File: config.mk
export PLATFORM = sky130hd
export DESIGN_NAME = serial_tx_ctrl_32_w
export DESIGN_NICKNAME = d
export VERILOG_FILES = /design/src/rtl/serial_tx_ctrl_32_w.sv
export SDC_FILE = /design/constraint.sdc
export NUM_CORES = 1
export LEC_CHECK = 0
export BUFFER_PORTS_ARGS = -buffer_cell sky130_fd_sc_hd__buf_2
export CAP_MARGIN = 20
export CORE_UTILIZATION = 46
export CTS_CLUSTER_DIAMETER = 150
export CTS_CLUSTER_SIZE = 25
export DETAILED_ROUTE_END_ITERATION = 8
export PLACE_DENSITY = 0.69
export SYNTH_ARGS = -nofsm -noshare
export SYNTH_HDL_FRONTEND = slang
export SYNTH_SLANG_ARGS = --single-unit
export TNS_END_PERCENT = 50
File: constraint.sdc
create_clock -name clk -period 3.25 [get_ports clk]
set_input_delay 0.975 -clock clk [delete_from_list [all_inputs] [get_ports clk]]
set_output_delay 0.975 -clock clk [all_outputs]
set_load 0.05 [all_outputs]
File: src/rtl/serial_tx_ctrl_32_w.sv
// Frame transmitter: reads n_word 16-bit words from a register bank and sends
// them byte-wise (high byte first) to a UART, then appends the CRC-16 of the data bytes.
module serial_tx_ctrl_32_w #(
  parameter logic [7:0] n_word = 8'h01
) (
  input  logic        clk,
  input  logic        reset,
  input  logic        start,
  input  logic [15:0] data_in,
  input  logic        tx_busy,
  input  logic [15:0] crc_16,
  input  logic        crc_busy,
  output logic [7:0]  selector,
  output logic [7:0]  byte_out,
  output logic        tx_start,
  output logic        crc_strb,
  output logic        crc_reset,
  output logic        busy,
  output logic        done,
  output logic [15:0] frames_cnt
);

  typedef enum logic [3:0] {
    S_IDLE, S_CRC_CLR, S_LATCH, S_SEND_HI, S_ACK_HI, S_SEND_LO, S_ACK_LO,
    S_WAIT_SEL, S_CRC_WAIT, S_SEND_CH, S_ACK_CH, S_SEND_CL, S_ACK_CL
  } state_t;

  state_t      r_state;
  logic [7:0]  r_selector;
  logic [7:0]  r_byte_out;
  logic [15:0] r_word;
  logic [15:0] r_crc;
  logic [15:0] r_frames_cnt;
  logic        r_tx_start;
  logic        r_crc_strb;
  logic        r_crc_reset;
  logic        r_busy;
  logic        r_done;

  state_t      w_next_state;
  logic [7:0]  w_next_selector;
  logic [7:0]  w_next_byte;
  logic [15:0] w_next_word;
  logic [15:0] w_next_crc;
  logic [15:0] w_next_frames;
  logic        w_tx_start;
  logic        w_crc_strb;
  logic        w_crc_reset;
  logic        w_done;
  logic        w_last_word;

  assign w_last_word = (r_selector == (n_word - 8'd1));

  always_ff @(posedge clk) begin
    if (reset) begin
      r_state      <= S_IDLE;
      r_selector   <= 8'd0;
      r_byte_out   <= 8'd0;
      r_word       <= 16'd0;
      r_crc        <= 16'd0;
      r_frames_cnt <= 16'd0;
      r_tx_start   <= 1'b0;
      r_crc_strb   <= 1'b0;
      r_crc_reset  <= 1'b0;
      r_busy       <= 1'b0;
      r_done       <= 1'b0;
    end else begin
      r_state      <= w_next_state;
      r_selector   <= w_next_selector;
      r_byte_out   <= w_next_byte;
      r_word       <= w_next_word;
      r_crc        <= w_next_crc;
      r_frames_cnt <= w_next_frames;
      r_tx_start   <= w_tx_start;
      r_crc_strb   <= w_crc_strb;
      r_crc_reset  <= w_crc_reset;
      r_busy       <= (w_next_state != S_IDLE);
      r_done       <= w_done;
    end
  end

  // Strobes are decided here and registered, so each lands together with its byte_out.
  always_comb begin
    w_next_state    = r_state;
    w_next_selector = r_selector;
    w_next_byte     = r_byte_out;
    w_next_word     = r_word;
    w_next_crc      = r_crc;
    w_next_frames   = r_frames_cnt;
    w_tx_start      = 1'b0;
    w_crc_strb      = 1'b0;
    w_crc_reset     = 1'b0;
    w_done          = 1'b0;
    case (r_state)
      S_IDLE: begin
        w_next_selector = 8'd0;
        if (start) w_next_state = S_CRC_CLR;
      end
      S_CRC_CLR: begin
        if (!crc_busy) begin
          w_crc_reset  = 1'b1;
          w_next_state = S_LATCH;
        end
      end
      S_LATCH: begin
        w_next_word  = data_in;
        w_next_state = S_SEND_HI;
      end
      S_SEND_HI: begin
        if (!tx_busy && !crc_busy) begin
          w_next_byte  = r_word[15:8];
          w_tx_start   = 1'b1;
          w_crc_strb   = 1'b1;
          w_next_state = S_ACK_HI;
        end
      end
      S_ACK_HI: begin
        if (tx_busy) w_next_state = S_SEND_LO;
      end
      S_SEND_LO: begin
        if (!tx_busy && !crc_busy) begin
          w_next_byte  = r_word[7:0];
          w_tx_start   = 1'b1;
          w_crc_strb   = 1'b1;
          w_next_state = S_ACK_LO;
        end
      end
      S_ACK_LO: begin
        if (tx_busy) begin
          if (w_last_word) begin
            w_next_state = S_CRC_WAIT;
          end else begin
            w_next_selector = r_selector + 8'd1;
            w_next_state    = S_WAIT_SEL;
          end
        end
      end
      S_WAIT_SEL: w_next_state = S_LATCH;
      S_CRC_WAIT: begin
        if (!crc_busy && !tx_busy) begin
          w_next_crc   = crc_16;
          w_next_state = S_SEND_CH;
        end
      end
      S_SEND_CH: begin
        if (!tx_busy) begin
          w_next_byte  = r_crc[15:8];
          w_tx_start   = 1'b1;
          w_next_state = S_ACK_CH;
        end
      end
      S_ACK_CH: begin
        if (tx_busy) w_next_state = S_SEND_CL;
      end
      S_SEND_CL: begin
        if (!tx_busy) begin
          w_next_byte  = r_crc[7:0];
          w_tx_start   = 1'b1;
          w_next_state = S_ACK_CL;
        end
      end
      S_ACK_CL: begin
        if (tx_busy) begin
          w_done        = 1'b1;
          w_next_frames = r_frames_cnt + 16'd1;
          w_next_state  = S_IDLE;
        end
      end
      default: w_next_state = S_IDLE;
    endcase
  end

  assign selector   = r_selector;
  assign byte_out   = r_byte_out;
  assign tx_start   = r_tx_start;
  assign crc_strb   = r_crc_strb;
  assign crc_reset  = r_crc_reset;
  assign busy       = r_busy;
  assign done       = r_done;
  assign frames_cnt = r_frames_cnt;

endmodule
==> summary.txt <==
Status: finished, final reports clean
Vias/cell: 5.27
Synth Register Bits: 73
Post-CTS Hold Fix Bufs: 0
Synth Area in Adders: 1.12%
Die height: 87.3 µm
Fin worst setup slack: 0.753 ns
Fmax: 400 MHz
Postcts setup bufs: 0
Top FF cell, synth: dfxtp_1
Worst hold slack: 0.455 ns
Share of layout cells above drive strength 1: 20.7%
Crit path buf inv count: 0
Register area share after synthesis: 43.6%
Final Power: 1.85 mW
Post-synth EDFFs: 0
CP Capture Type: flop
Netlist cell types: 52
First-pass GRT wire length: 12.3 mm
Cells after DPL: 555
Met2 Use GR: 32.0%
Max stage delay on crit path: 0.77 ns
Synthesized cell area: 3350 µm²
Met3 Use GR: 3.13%
Post-Syn Nets: 451
Slew margin rel.: 49.7%
CP Launch Type: flop
DR iter-0 viols: 129
Clock Skews: 0.00590 ns
Core area: 6910 µm²
Worst slack, placed: 0.700 ns
Met1 Use GR: 28.6%
Total grt overflow: 0
Final HPWL DP: 5.24 mm
Worst Path Arrival: 2.70 ns
CTS tree: yes
Placed cell area: 3730 µm²
Tcrit/Tclk final: 76.8%
Critical Path RT: 3.45 ns
Final Util: 56.7%
IO Pins: 74
Clock Tree Root: clkbuf_8
Max-slew violations: 0
WHS Path Cells: 2
Tightest Pin Transition: 0.748 ns
H-tree Lvls: 3
Post_cts resized: 0
Slowest CP cell: dfxtp_1
Yosys top cell area share: 43.6%
R2r endpoint: byte_out[6]
Post-Syn Area per Cell: 8.15 µm²
Cells on worst reg2reg path: 5
Drt drc: 0
Wire per inst: 13.3 µm
Final setup fails: 0
IR drop worst, VDD: 194 µV
Routed via count: 3006
XOR/XNOR Fraction of Synth Area: 4.71%
CTS Buf Count: 9
Area growth from synthesis to layout: 17.0%
Worst Hold End: r_word[8]
Die Width: 87.3 µm
Clock sink total: 73
Combinational family with the most area after synthesis: simple AND/OR/NAND/NOR gates
Compound-gate portion of the synthesized area: 17.6%
DRT Pass-1 Iters: 4
Most Crowded Layer GR: met2
Critical Path Fanout Max: 22
Die footprint: 7620 µm²
CTS Buffer Depth: 2
Simple-gate share of the synthesized area: 27.9%
Min-delay worst type: reg2reg
Final instance area: 3920 µm²
DRT antenna net count: 0
Insertion delay to the later sink of the worst-skew pair: 0.34 ns
Family with the most delay on the worst path: compound AO/OA/AOI/OAI gates
Final WL: 7.58 mm
Initial Util: 48.5%
Diode count: 0
Setup CP Type: reg2reg
Multiplexer area fraction after synthesis: 0.299%
Initial antenna violation count: 0
Area contributors post-synth: dfxtp_1 (44%), nand2_1 (8.3%), a21oi_1 (6.7%)
Rows: 30
Worst path depth: 5
Final Non-Filler Cells: 570
IO Port Bufs: 73
Setup_tns: 0 ns
Post-synth ARST share: 0%
Fin. Hold Viols: 0
RSZ-0062 raised after global routing: false
Largest net degree at the start of global routing: 42
Post-Syn Instances: 411
# nets final: 510
Routability cong.: 0.807
CP Cell Sequence: nor2b_1 -> nor3b_1 -> o21ai_1 -> a2111oi_0 -> nor3_1
Min-delay src: r_word[8]
Pwr/cell area: 471 nW/µm²
Max_cap viols: 0
Reg clk slew, reported paths: 0.08 ns
Reg-to-Reg Start: r_state[2]
Vias in the first global route: 2632
Flop2flop setup slack: 0.75 ns
Largest area contributor in the netlist: dfxtp_1
YS warnings: 0
Total Routing Usage GR: 20.7%
Fill count: 669
Leak: 1.47 nW
Final Critical Period: 2.50 ns
## cells in the final DEF, fill, tap and decap left out, types with 3 or more instances in the layout
cell / count
nor3_1: 17
inv_1: 9
nor2_1: 39
nand4_1: 5
nand2b_1: 5
and2_1: 3
buf_2: 73
dfxtp_1: 73
a31oi_1: 3
a2111oi_0: 8
and3_1: 3
nand2_1: 74
a22o_1: 8
or3_1: 6
ha_1: 3
nand3_1: 7
a211oi_1: 3
nor4b_1: 3
o21ai_1: 4
o21ai_0: 4
nor2b_1: 12
xnor2_1: 17
clkbuf_8: 9
a21oi_1: 45
## worst max-delay path by stage
| stage | from | end | slack (ns) |
|---|---|---|---|
| 2_1_floorplan | tx_busy | frames_cnt[5] | 1.01 |
| 3_3_place_gp | crc_busy | byte_out[6] | 0.73 |
| 3_5_place_dp | crc_busy | byte_out[6] | 0.70 |
| 4_1_cts | r_state[2] | byte_out[6] | 0.82 |
| 5_1_grt | r_state[2] | byte_out[6] | 0.49 |
| 6_report | r_state[2] | byte_out[6] | 0.75 |
## synthesized netlist by cell type, drive strengths merged, types with 2 or more instances
library cell  count
a2111oi          11
a211oi            3
a21oi            45
a22o              8
a311oi            2
a31oi             3
and2              3
and3              3
and4              2
and4bb            2
buf               7
clkbuf           20
dfxtp            73
ha                3
inv              11
nand2            74
nand2b            5
nand3             7
nand4             5
nor2             39
nor2b            12
nor3             17
nor3b             2
nor4              3
nor4b             3
nor4bb            2
o21a              2
o21ai             8
or3               6
xnor2            17
## metal layers
layer | routed length (µm) | vias up
li1 | - | 1548
met1 | 3740 | 1364
met2 | 3400 | 85
met3 | 355 | 9
met4 | 86 | 0
met5 | 0 | -
## area by class of cell
type                       instances  area (µm²)  area share [%]
clock inverter                     5        56.3            1.44
inverter                          11        41.3            1.05
sequential                        73        1460            37.3
multi-input combinational        300        1730            44.2
tap                               96         120            3.07
timing repair buffer              75         380            9.71
clock buffer                      10         128            3.26
## power by group
part | total, mW | switching [mW] | leakage (nW) | internal (mW)
Combinational | 0.212 | 0.135 | 0.787 | 0.0775
Clock | 0.678 | 0.328 | 0.0925 | 0.351
Sequential | 0.955 | 0.0343 | 0.590 | 0.921
Total | 1.85 | 0.497 | 1.47 | 1.35
## cell families (layout without fill, tap and decap cells)
family / after synthesis / after routing
XOR/XNOR: 18 / 18
AO/OA/AOI/OAI: 89 / 89
multiplexers: 1 / 1
buffers and inverters: 38 / 101
adder cells (fa/ha/maj): 3 / 3
AND/OR/NAND/NOR: 189 / 189
flip-flops: 73 / 73
## registers in the layout (all words and copies together) (netlist names)
name,count
busy,1
byte_out,8
crc_reset,1
crc_strb,1
done,1
frames_cnt,16
r_crc,16
r_state,4
r_word,16
selector,8
tx_start,1
## worst register-to-register path, stage by stage (launching register included)
cell       delay, ns
dfxtp_1         0.77
nor2b_1         0.33
nor3b_1         0.31
o21ai_1         0.25
a2111oi_0       0.60
nor3_1          0.10
(Power assumes the default switching activity.)
